===== src/rtl/vga_interface_if.sv =====
// Pixel-side bundle between the VGA timing stage and its neighbours.
//   COLOUR_IN   : 12-bit colour returned by the colour generator for ADDRH/ADDRY
//   ADDRH/ADDRY : current pixel address, 10 bits each
//   COLOUR_OUT  : registered colour to the DAC
//   HS/VS       : active-low syncs, aligned with COLOUR_OUT
//   FRAME_TICK  : one-clock end-of-frame pulse
// master = the timing stage, slave = the colour generator / pin side.
interface vga_interface_if;
  logic [11:0] COLOUR_IN;
  logic [9:0]  ADDRH;
  logic [9:0]  ADDRY;
  logic [11:0] COLOUR_OUT;
  logic        HS;
  logic        VS;
  logic        FRAME_TICK;

  modport master (
    input  COLOUR_IN,
    output ADDRH, ADDRY, COLOUR_OUT, HS, VS, FRAME_TICK
  );

  modport slave (
    output COLOUR_IN,
    input  ADDRH, ADDRY, COLOUR_OUT, HS, VS, FRAME_TICK
  );
endinterface


===== src/rtl/vga_interface.sv =====
// VGA timing back-end: divides CLK into a pixel enable, runs the H/V pixel
// counters, publishes the address, and registers the returned colour (blanked
// outside the visible area) together with HS/VS so all three stay aligned.
// Ports:
//   CLK   : system clock
//   RESET : asynchronous active-low reset
//   vga   : vga_interface_if.master (COLOUR_IN in; ADDRH, ADDRY, COLOUR_OUT,
//           HS, VS, FRAME_TICK out)
module vga_interface #(
  parameter int unsigned CLK_DIV   = 4,
  parameter int unsigned H_VISIBLE = 640,
  parameter int unsigned H_FRONT   = 16,
  parameter int unsigned H_SYNC    = 96,
  parameter int unsigned H_BACK    = 48,
  parameter int unsigned V_VISIBLE = 480,
  parameter int unsigned V_FRONT   = 10,
  parameter int unsigned V_SYNC    = 2,
  parameter int unsigned V_BACK    = 33
) (
  input  logic             CLK,
  input  logic             RESET,
  vga_interface_if.master  vga
);

  localparam int unsigned H_TOTAL = H_VISIBLE + H_FRONT + H_SYNC + H_BACK;
  localparam int unsigned V_TOTAL = V_VISIBLE + V_FRONT + V_SYNC + V_BACK;
  localparam int unsigned DW      = (CLK_DIV <= 2) ? 1 : $clog2(CLK_DIV);

  localparam logic [DW-1:0] DIV_LAST = DW'(CLK_DIV - 1);
  localparam logic [9:0] H_LAST     = 10'(H_TOTAL - 1);
  localparam logic [9:0] V_LAST     = 10'(V_TOTAL - 1);
  localparam logic [9:0] H_VIS      = 10'(H_VISIBLE);
  localparam logic [9:0] V_VIS      = 10'(V_VISIBLE);
  localparam logic [9:0] HS_START   = 10'(H_VISIBLE + H_FRONT);
  localparam logic [9:0] HS_END     = 10'(H_VISIBLE + H_FRONT + H_SYNC - 1);
  localparam logic [9:0] VS_START   = 10'(V_VISIBLE + V_FRONT);
  localparam logic [9:0] VS_END     = 10'(V_VISIBLE + V_FRONT + V_SYNC - 1);

  logic [DW-1:0] div_q, div_d;
  logic [9:0]    h_q, h_d;
  logic [9:0]    v_q, v_d;
  logic [11:0]   col_q, col_d;
  logic          hs_q, hs_d;
  logic          vs_q, vs_d;
  logic          tick_q, tick_d;

  logic pix_en;
  logic h_wrap;
  logic v_wrap;
  logic vis;

  always_comb begin
    pix_en = (div_q == DIV_LAST);
    div_d  = pix_en ? '0 : div_q + DW'(1);

    h_wrap = (h_q == H_LAST);
    v_wrap = (v_q == V_LAST);
    vis    = (h_q < H_VIS) && (v_q < V_VIS);

    h_d    = h_q;
    v_d    = v_q;
    col_d  = col_q;
    hs_d   = hs_q;
    vs_d   = vs_q;
    // Default low so a set pulse clears on the very next CLK edge.
    tick_d = 1'b0;

    if (pix_en) begin
      h_d = h_wrap ? '0 : h_q + 10'd1;
      if (h_wrap) begin
        v_d = v_wrap ? '0 : v_q + 10'd1;
      end
      // Decoded from the pre-increment counts, so these lag ADDRH/ADDRY by one pixel.
      col_d  = vis ? vga.COLOUR_IN : '0;
      hs_d   = !((h_q >= HS_START) && (h_q <= HS_END));
      vs_d   = !((v_q >= VS_START) && (v_q <= VS_END));
      tick_d = h_wrap && v_wrap;
    end
  end

  always_ff @(posedge CLK or negedge RESET) begin
    if (!RESET) begin
      div_q  <= '0;
      h_q    <= '0;
      v_q    <= '0;
      col_q  <= '0;
      hs_q   <= 1'b1;
      vs_q   <= 1'b1;
      tick_q <= 1'b0;
    end else begin
      div_q  <= div_d;
      h_q    <= h_d;
      v_q    <= v_d;
      col_q  <= col_d;
      hs_q   <= hs_d;
      vs_q   <= vs_d;
      tick_q <= tick_d;
    end
  end

  assign vga.ADDRH      = h_q;
  assign vga.ADDRY      = v_q;
  assign vga.COLOUR_OUT = col_q;
  assign vga.HS         = hs_q;
  assign vga.VS         = vs_q;
  assign vga.FRAME_TICK = tick_q;

endmodule


===== src/flat_wrapper.sv =====
// flat-port wrapper written by rule: the top's interface ports become plain ports
module vga_interface_flat 
#(
  parameter int unsigned CLK_DIV   = 4,
  parameter int unsigned H_VISIBLE = 640,
  parameter int unsigned H_FRONT   = 16,
  parameter int unsigned H_SYNC    = 96,
  parameter int unsigned H_BACK    = 48,
  parameter int unsigned V_VISIBLE = 480,
  parameter int unsigned V_FRONT   = 10,
  parameter int unsigned V_SYNC    = 2,
  parameter int unsigned V_BACK    = 33
)
  (CLK, RESET, vga_COLOUR_IN, vga_ADDRH, vga_ADDRY, vga_COLOUR_OUT, vga_HS, vga_VS, vga_FRAME_TICK);
  vga_interface_if vga_i ();
  input  logic CLK;
  input  logic RESET;
  input wire logic [$bits(vga_i.COLOUR_IN)-1:0] vga_COLOUR_IN;
  output wire logic [$bits(vga_i.ADDRH)-1:0] vga_ADDRH;
  output wire logic [$bits(vga_i.ADDRY)-1:0] vga_ADDRY;
  output wire logic [$bits(vga_i.COLOUR_OUT)-1:0] vga_COLOUR_OUT;
  output wire logic [$bits(vga_i.HS)-1:0] vga_HS;
  output wire logic [$bits(vga_i.VS)-1:0] vga_VS;
  output wire logic [$bits(vga_i.FRAME_TICK)-1:0] vga_FRAME_TICK;
  assign vga_i.COLOUR_IN = vga_COLOUR_IN;
  assign vga_ADDRH = vga_i.ADDRH;
  assign vga_ADDRY = vga_i.ADDRY;
  assign vga_COLOUR_OUT = vga_i.COLOUR_OUT;
  assign vga_HS = vga_i.HS;
  assign vga_VS = vga_i.VS;
  assign vga_FRAME_TICK = vga_i.FRAME_TICK;
  vga_interface #(.CLK_DIV(CLK_DIV), .H_VISIBLE(H_VISIBLE), .H_FRONT(H_FRONT), .H_SYNC(H_SYNC), .H_BACK(H_BACK), .V_VISIBLE(V_VISIBLE), .V_FRONT(V_FRONT), .V_SYNC(V_SYNC), .V_BACK(V_BACK)) u_core (.CLK(CLK), .RESET(RESET), .vga(vga_i));
endmodule

===== config.mk =====
export PLATFORM = sky130hd
export DESIGN_NAME = vga_interface_flat
export DESIGN_NICKNAME = d
export VERILOG_FILES = /design/src/rtl/vga_interface_if.sv /design/src/rtl/vga_interface.sv /design/src/flat_wrapper.sv
export SDC_FILE = /design/constraint.sdc
export NUM_CORES = 1
export LEC_CHECK = 0
export CAP_MARGIN = 20
export CORE_ASPECT_RATIO = 0.9
export CORE_MARGIN = 4
export CORE_UTILIZATION = 37
export DETAILED_ROUTE_END_ITERATION = 6
export PLACE_DENSITY_LB_ADDON = 0.1
export SLEW_MARGIN = 20
export SYNTH_ARGS = -nofsm -noshare
export SYNTH_HDL_FRONTEND = slang
export SYNTH_SLANG_ARGS = --single-unit

===== constraint.sdc =====
create_clock -name CLK -period 3.9 [get_ports CLK]
set_input_delay 1.17 -clock CLK [delete_from_list [all_inputs] [get_ports CLK]]
set_output_delay 1.17 -clock CLK [all_outputs]
set_load 0.02 [all_outputs]

==> results of run 1 <==
==> worst paths after layout <==
| path | start | to | slack (ns) | depth (start not counted) |
|---|---|---|---|---|
| max | u_core.vga.VS | vga_VS | 1.32 | 1 |
| min | u_core.div_q[0] | u_core.div_q[0] | 0.44 | 1 |
| max reg2reg | u_core.vga.ADDRH[0] | u_core.vga.ADDRY[9] | 2.04 | 5 |
| min reg2reg | u_core.div_q[0] | u_core.div_q[0] | 0.44 | 1 |
| max in group asynchronous | RESET | u_core.vga.HS | 2.24 | 2 |
| min in group asynchronous | RESET | u_core.vga.ADDRY[3] | 1.30 | 2 |
==> layer usage <==
metal  part of all wire [%]  GRT usage [%]  vias to the layer above
met5                      0              0                        -
met3                    5.0           3.70                        7
met4                    1.4           5.63                        0
met1                     46           21.7                      695
met2                     48           24.7                       39
li1                       -              -                      697
==> flip-flops by register name, summed over array words and instances, names as in the netlist <==
signal	count
u_core.div_q	2
u_core.vga.ADDRH	10
u_core.vga.ADDRY	10
u_core.vga.COLOUR_OUT	12
u_core.vga.FRAME_TICK	1
u_core.vga.HS	1
u_core.vga.VS	1
==> cells in the final DEF, fill, tap and decap left out, types with 2 or more instances in the layout <==
cell / n
clkbuf_8: 6
buf_4: 2
dfrtp_1: 35
nand3_1: 8
ha_1: 6
nor4_1: 2
dfstp_2: 2
or4_1: 2
nor2_1: 13
and4b_1: 2
o21ai_1: 2
o21ai_0: 16
nand2_1: 18
or2_1: 2
xor2_1: 4
a21oi_1: 3
and3_1: 4
nand4_1: 8
nand3b_1: 2
inv_1: 16
xnor2_1: 9
clkdlybuf4s50_1: 48
and2_1: 2
==> power by group through the flow <==
| stage | sequential, mW | combinational, mW | clock [mW] |
|---|---|---|---|
| 6_report | 0.393 | 0.0471 | 0.344 |
| 5_1_grt | 0.394 | 0.0517 | 0.372 |
| 4_1_cts | 0.393 | 0.0485 | 0.355 |
| 3_5_place_dp | 0.400 | 0.0481 | 0 |
| 3_3_place_gp | 0.400 | 0.0476 | 0 |
| 2_1_floorplan | 0.409 | 0.00403 | 0 |
==> cells by family (layout without fill, tap and decap cells) <==
group	count (synthesis)	count (layout)	synth area share (%)
and+or+nand+nor	73	73	23.3
DFF	37	37	53.3
xor gates and xnor gates	13	13	6.54
buffers and inverters	20	74	4.53
muxes	1	1	0.575
adders and majority gates	6	6	4.31
AOI/OAI and AO/OA	24	24	7.40
==> per-stage QoR <==
step                      util [%]  power [mW]  worst slack [ns]  cell area (um2)  hold slack [ns]
final                         53.7       0.784              1.32             2410            0.435
after CTS                     53.7       0.796              1.30             2410            0.441
after detailed placement      51.1       0.449              1.62             2300            0.429
after global routing          53.7       0.817              1.25             2410            0.458
after floorplan                  -       0.413              2.11             1740            0.403
after global placement        51.1       0.448              1.63             2300            0.416
==> cell type report <==
cell class / count / area, um2 / share of cell area (%)
clock buffers: 7 / 86.3 / 3.58
clock inverters: 1 / 30.0 / 1.24
inverters: 16 / 60.1 / 2.49
multi-input cells: 117 / 734 / 30.4
flip-flops and latches: 37 / 928 / 38.5
well taps: 62 / 77.6 / 3.22
repair buffers: 50 / 495 / 20.5
==> results.md, run 1 <==
* Core area at 0.00449 mm2
* Initial core utilization at 38.8%
* Fin crit period at 2.58 ns
* Post-cts hold buffer count at 0
* Power Dens Cells at 325 mW/mm2
* Data required time of the worst path at 2.73 ns
* Maximum clock frequency at 388 MHz
* CP max FO at 2
* #FFs+latches synth at 37
* Yosys top cell area share at 50.3%
* CTS max path bufs at 2
* Sw Share at 20.6%
* Combinational share of power at 6.0%
* Final RePlAce weighted congestion at 0.829
* Antenna viol nets, final at 0
* Initial antenna violation count at 0
* CP max-delay cell: clkdlybuf4s50_1
* Worst min-delay path class: flop to flop
* Clock sinks at 37
* H-tree depth at 2
* Post-synth top area cell: dfrtp_1
* Synth cell types at 36
* CP cell instances: clkdlybuf4s50_1
* Top cells by count, synth: 35 x dfrtp_1, 18 x nand2_1, 16 x inv_1, 16 x o21ai_0, 13 x nor2_1
* # DRC at 0
* Clock root cell: clkbuf_8
* Worst path top cell family by delay: buffers and inverters
* Core Rows at 23
* Number of enable flip-flop cells after synthesis at 0
* Most used DFF post-synth: dfrtp_1
* Slew Viols, Final at 0
* Max-Slew Margin vs Limit at 69.1%
* Total Wirelength at 4110 um
* RSZ-0062 raised after global routing: false
* Die width at 80.3 um
* DP HPWL at 3010 um
* DR WL/cell at 14.2 um
* GRT Util Overall at 15.9%
* Seq pwr share at 50.1%
* Later-pin clock latency in the skew report at 0.29 ns
* IO Count at 49
* Clock Pin Slew Worst Setup and Hold Paths at 0.07 ns
* Worst-Margin Slew at 0.464 ns
* Post-CTS Resized at 0
* Antenna cells at 0
* Cts bufs inserted at 5
* Vias at 1438
* Maximum vdd drop at 0.000291 V
* Layout Nets at 247
* Part of the cycle the worst path needs at 66.2%
* Die area at 0.00587 mm2
* Clk_skew at 0.0118 ns
* Clock power frac at 43.9%
* Syn nets at 194
* Most frequent cell after synthesis: dfrtp_1
* Int Power at 0.623 mW
* Max_cap viols at 0
* Mapped cell area at 0.00174 mm2
* Setup TNS Final at 0 ns
* # setup viols final at 0
* Post-Synthesis Cells at 174
* Final hold violation count at 0
* Placed Instances at 282
* Status: completed
* Post-CTS Setup Bufs at 0
* Post-synthesis sequential area ratio at 53.3%
* CP peak stage delay at 0.60 ns
* WP buf/inv at 1
* DRT iter0 DRCs at 133
* Ys async rst share at 100%
* Largest cells by area after synthesis: dfrtp_1 50%, o21ai_0 4.6%, xnor2_1 4.5%
* Total congestion overflow at 0
* CP Class: flop to output pin
* Drt pass-1 iters at 4
* Post-Syn Area per Cell at 10.0 um2
* Area growth, synth to finish at 38.5%
* Port bufs at 48
* Die height at 73.1 um
* Largest net degree at the start of global routing at 38
* CP endpoint kind: output pin
* Leakage at 1.02 nW
* Layout Cells excl Fill at 290
* Ys Warns at 0
* First-pass GRT wire length at 7090 um
* Psw at 0.161 mW
* Worst EP arrival at 1.41 ns
* Vias in the first global route at 1446
* Routed vias/inst at 4.96
* TritonCTS clock tree: built
* Layout cells sized above 1 at 6.58%
* Filler instances at 416
* Startpoint type of the worst setup path: flop
Power figures use the tool's default switching activity.
==> run 2: changes to the inputs <==
==> constraint.sdc (replaced) <==
create_clock -name CLK -period 2.3 [get_ports CLK]
set_input_delay 0.69 -clock CLK [delete_from_list [all_inputs] [get_ports CLK]]
set_output_delay 0.69 -clock CLK [all_outputs]
set_load 0.02 [all_outputs]
==> results.md, run 2 (same netlist as run 1, synthesis figures left out) <==
* Status: completed
* FF/Latch Area at 928 um2
* DRT iter0 DRCs at 140
* Worst path top cell family by delay: buffers and inverters
* Antenna cells at 0
* Gr busiest metal: met2
* Max_cap viols at 0
* Slew Viols, Final at 0
* Commonest non-fill, non-tap cell in the layout: clkdlybuf4s50_1
* Die width at 80.3 um
* WP buf/inv at 1
* Part of the cycle the worst path needs at 92.2%
* RSZ-0062 raised after global routing: false
* Total congestion overflow at 0
* CP endpoint kind: output pin
* # DRC at 0
* Total chip power at 1.33 mW
* Multi-input logic area at 734 um2
* Startpoint type of the worst setup path: flop
* Worst EP arrival at 1.43 ns
* CTS max path bufs at 2
* Commonest cells after routing, fill and taps aside: 48 x clkdlybuf4s50_1, 35 x dfrtp_1, 18 x nand2_1, 16 x inv_1, 16 x o21ai_0
* DP HPWL at 3000 um
* Initial core utilization at 38.8%
* Antenna viol nets, final at 0
* Data required time of the worst path at 1.61 ns
* Later-pin clock latency in the skew report at 0.29 ns
* Largest net degree at the start of global routing at 38
* Power Dens Cells at 549 mW/mm2
* GRT Util Overall at 15.1%
* Cts bufs inserted at 5
* IO Count at 49
* Port bufs at 48
* Clock Pin Slew Worst Setup and Hold Paths at 0.07 ns
* Die area at 0.00587 mm2
* Worst-Margin Slew at 0.464 ns
* Initial antenna violation count at 0
* Core Rows at 23
* Worst min-delay path class: flop to flop
* Worst R2R End: u_core.vga.ADDRY[9]
* H-tree depth at 2
* Maximum vdd drop at 0.000279 V
* Clk_skew at 0.00350 ns
* Maximum clock frequency at 472 MHz
* FF-to-FF setup slack at 0.40 ns
* Die height at 73.1 um
* CP cell instances: clkdlybuf4s50_1
* Post-CTS Setup Bufs at 0
* Routed vias/inst at 4.97
* Final hold violation count at 0
* Drt pass-1 iters at 4
* Core area at 0.00449 mm2
* Leakage at 1.03 nW
* Met1 Track Usage GR at 19.8%
* Area growth, synth to finish at 39.2%
* DR WL/cell at 13.9 um
* Post-cts hold buffer count at 0
* GR Util met3 at 4.57%
* CP Class: flop to output pin
* TritonCTS clock tree: built
* Post-CTS Resized at 0
* CP max FO at 8
* First-pass GRT wire length at 6890 um
* Critical path endpoint: vga_ADDRY[1]
* Final RePlAce weighted congestion at 0.824
* Fin crit period at 2.12 ns
* Layout cells sized above 1 at 7.42%
* Largest register FFs at 12
* Crit path from: u_core.vga.ADDRY[1]
* Layout Nets at 248
* Worst r2r src: u_core.vga.ADDRH[0]
* Setup TNS Final at 0 ns
* Vias in the first global route at 1450
* Clock root cell: clkbuf_8
* R2R cell count at 5
* Critical Path Stages at 1
* CP max-delay cell: clkdlybuf4s50_1
* Met2 global-route usage at 24.1%
* Filler instances at 417
* Vias at 1446
* # setup viols final at 0
* CP peak stage delay at 0.66 ns
* Total Wirelength at 4060 um
* Max-Slew Margin vs Limit at 69.1%
* Clock sinks at 37
run 2: cell count changes in the layout (fill, tap and decap cells not counted):
cell,delta
buf_4,+1
clkbuf_1,-1
clkinvlp_4,+1
run 2: routing by layer:
layer  routed length, um  part of all wire (%)
met4                  48                   1.2
met5                   0                     0
met1                1860                    46
met2                1920                    47
met3                 231                   5.7
run 2: area by class of cell:
type | instances | share of cell area [%]
Clock buffer | 6 | 3.41
Timing Repair Buffer | 51 | 20.8
Sequential cell | 37 | 38.3
Tap cell | 62 | 3.20
Multi-Input combinational cell | 117 | 30.3
Inverter | 16 | 2.48
Clock inverter | 2 | 1.55
run 2: report_power, final:
group | switching (mW) | internal [mW] | leakage [nW]
Sequential | 0.00518 | 0.661 | 0.468
Combinational | 0.0380 | 0.0417 | 0.500
Clock | 0.233 | 0.352 | 0.0574
Total | 0.276 | 1.06 | 1.03
run 2: per-stage QoR:
step	area [um2]	hold slack (ns)	utilization [%]	instances	setup WS [ns]
after detailed placement	2300	0.416	51.3	283	0.415
after global placement	2300	0.415	51.3	283	0.491
final	2420	0.426	54.0	291	0.180
after global routing	2420	0.465	54.0	291	0.115
after CTS	2420	0.427	54.0	291	0.170
after floorplan	1740	0.394	-	174	0.506
run 2: how the worst min path moves through the flow:
| stage | depth (start not counted) | slack, ns | to | from |
|---|---|---|---|---|
| global route | 1 | 0.46 | u_core.div_q[0] | u_core.div_q[0] |
| detailed placement | 1 | 0.42 | u_core.div_q[0] | u_core.div_q[0] |
| CTS | 1 | 0.43 | u_core.div_q[0] | u_core.div_q[0] |
| floorplan | 0 | 0.39 | u_core.div_q[0] | RESET |
| finish | 1 | 0.43 | u_core.div_q[0] | u_core.div_q[0] |
| global placement | 1 | 0.42 | u_core.div_q[0] | u_core.div_q[0] |
==> run 3: changes to the inputs <==
--- a/config.mk
+++ b/config.mk
@@ -6,9 +6,11 @@
 export NUM_CORES = 1
 export LEC_CHECK = 0
 export CAP_MARGIN = 20
+export CELL_PAD_IN_SITES_DETAIL_PLACEMENT = 1
+export CELL_PAD_IN_SITES_GLOBAL_PLACEMENT = 1
 export CORE_ASPECT_RATIO = 0.9
 export CORE_MARGIN = 4
-export CORE_UTILIZATION = 37
+export CORE_UTILIZATION = 32
 export DETAILED_ROUTE_END_ITERATION = 6
 export PLACE_DENSITY_LB_ADDON = 0.1
 export SLEW_MARGIN = 20
==> results.md, run 3 (same netlist as run 1, synthesis figures left out) <==
* Status: completed
* Worst EP arrival at 1.43 ns
* Commonest cells after routing, fill and taps aside: 47 x clkdlybuf4s50_1, 35 x dfrtp_1, 18 x nand2_1, 16 x inv_1, 16 x o21ai_0
* Die width at 85.8 um
* Commonest non-fill, non-tap cell in the layout: clkdlybuf4s50_1
* Setup TNS Final at 0 ns
* # DRC at 0
* CP peak stage delay at 0.65 ns
* H-tree depth at 2
* Worst path top cell family by delay: buffers and inverters
* CP max-delay cell: clkdlybuf4s50_1
* Fin crit period at 2.12 ns
* Max-Slew Margin vs Limit at 68.4%
* Final hold violation count at 0
* Data required time of the worst path at 1.61 ns
* Post-CTS Resized at 0
* Layout Cells excl Fill at 296
* GRT Util Overall at 15.3%
* DR WL/cell at 15.8 um
* Final RePlAce weighted congestion at 0.842
* Clk_skew at 0.00682 ns
* Die area at 0.00669 mm2
* Antenna cells at 0
* Vias in the first global route at 1581
* First-pass GRT wire length at 7990 um
* Area growth, synth to finish at 37.9%
* Routed vias/inst at 4.92
* Core area at 0.00526 mm2
* Placed Instances at 288
* Initial core utilization at 33.1%
* Clock root cell: clkbuf_8
* RSZ-0062 raised after global routing: false
* Post-layout util at 45.7%
* WP buf/inv at 1
* Filler instances at 599
* Leakage at 1.02 nW
* Startpoint type of the worst setup path: flop
* Initial antenna violation count at 0
* DRT iter0 DRCs at 24
* Maximum clock frequency at 472 MHz
* Total congestion overflow at 0
* CTS max path bufs at 2
* Clock Pin Slew Worst Setup and Hold Paths at 0.08 ns
* Port bufs at 48
* Part of the cycle the worst path needs at 92.2%
* Worst min-delay path class: flop to flop
* Max_cap viols at 0
* Worst-Margin Slew at 0.474 ns
* Drt pass-1 iters at 4
* IO Count at 49
* Maximum vdd drop at 0.000284 V
* Die height at 78.0 um
* Layout Nets at 248
* # setup viols final at 0
* Later-pin clock latency in the skew report at 0.29 ns
* DP HPWL at 3450 um
* Slew Viols, Final at 0
* Worst hold margin at 0.432 ns
* Antenna viol nets, final at 0
* CP Class: flop to output pin
* Post-cts hold buffer count at 0
* Total Wirelength at 4680 um
* CP endpoint kind: output pin
* Clock sinks at 37
* Core Rows at 25
* Layout cells sized above 1 at 7.86%
* Power Dens Cells at 511 mW/mm2
* Vias at 1457
* CP max FO at 7
* Post-CTS Setup Bufs at 0
* CP cell instances: clkdlybuf4s50_1
* Largest register FFs at 12
* Largest net degree at the start of global routing at 38
* TritonCTS clock tree: built
* Cts bufs inserted at 5
## run 3: changes by cell type in the layout (fill, tap and decap cells not counted)
cell	delta
clkdlybuf4s50_1	-1
bufinv_16	-1
clkinv_4	+1
buf_2	+1
clkinv_2	+1
clkinvlp_4	-1
## run 3: final timing paths
check                           cells after the start  slack [ns]           startpoint                       end
max in group asynchronous                           2        1.51                RESET             u_core.vga.VS
worst min register to register                      1        0.43      u_core.div_q[0]           u_core.div_q[0]
worst max register to register                      6        0.46  u_core.vga.ADDRY[0]       u_core.vga.ADDRY[2]
worst min-delay path                                1        0.43      u_core.div_q[0]           u_core.div_q[0]
worst max-delay path                                1        0.18  u_core.vga.ADDRH[7]              vga_ADDRH[7]
min in group asynchronous                           2        0.44                RESET  u_core.vga.COLOUR_OUT[2]
## run 3: layer usage
metal	up-vias	track usage (%)	share of wire, %
li1	698	-	-
met1	721	19.7	45
met2	33	25.5	50
met3	5	3.72	4.0
met4	0	4.27	1.0
met5	-	0	0
## run 3: power breakdown
| group | internal (mW) | total [mW] | switching, mW | leakage [nW] |
|---|---|---|---|---|
| clock | 0.243 | 0.481 | 0.238 | 0.0512 |
| sequential | 0.661 | 0.667 | 0.00592 | 0.468 |
| combinational | 0.0408 | 0.0800 | 0.0392 | 0.500 |
| total | 0.945 | 1.23 | 0.283 | 1.02 |
## run 3: final cells by class
type / instances / area (um2) / area share [%]
clock buffers: 6 / 82.6 / 3.44
clock inverters: 2 / 13.8 / 0.573
inverters: 16 / 60.1 / 2.50
multi-input cells: 117 / 734 / 30.6
flip-flops and latches: 37 / 928 / 38.7
well taps: 67 / 83.8 / 3.49
repair buffers: 51 / 498 / 20.7
## run 3: per-stage QoR
stage / total power [mW] / setup slack [ns] / cell area [um2]
detailed placement: 0.762 / 0.461 / 2300
global route: 1.28 / 0.108 / 2400
global placement: 0.758 / 0.479 / 2300
finish: 1.23 / 0.179 / 2400
floorplan: 0.700 / 0.506 / 1740
CTS: 1.25 / 0.162 / 2400
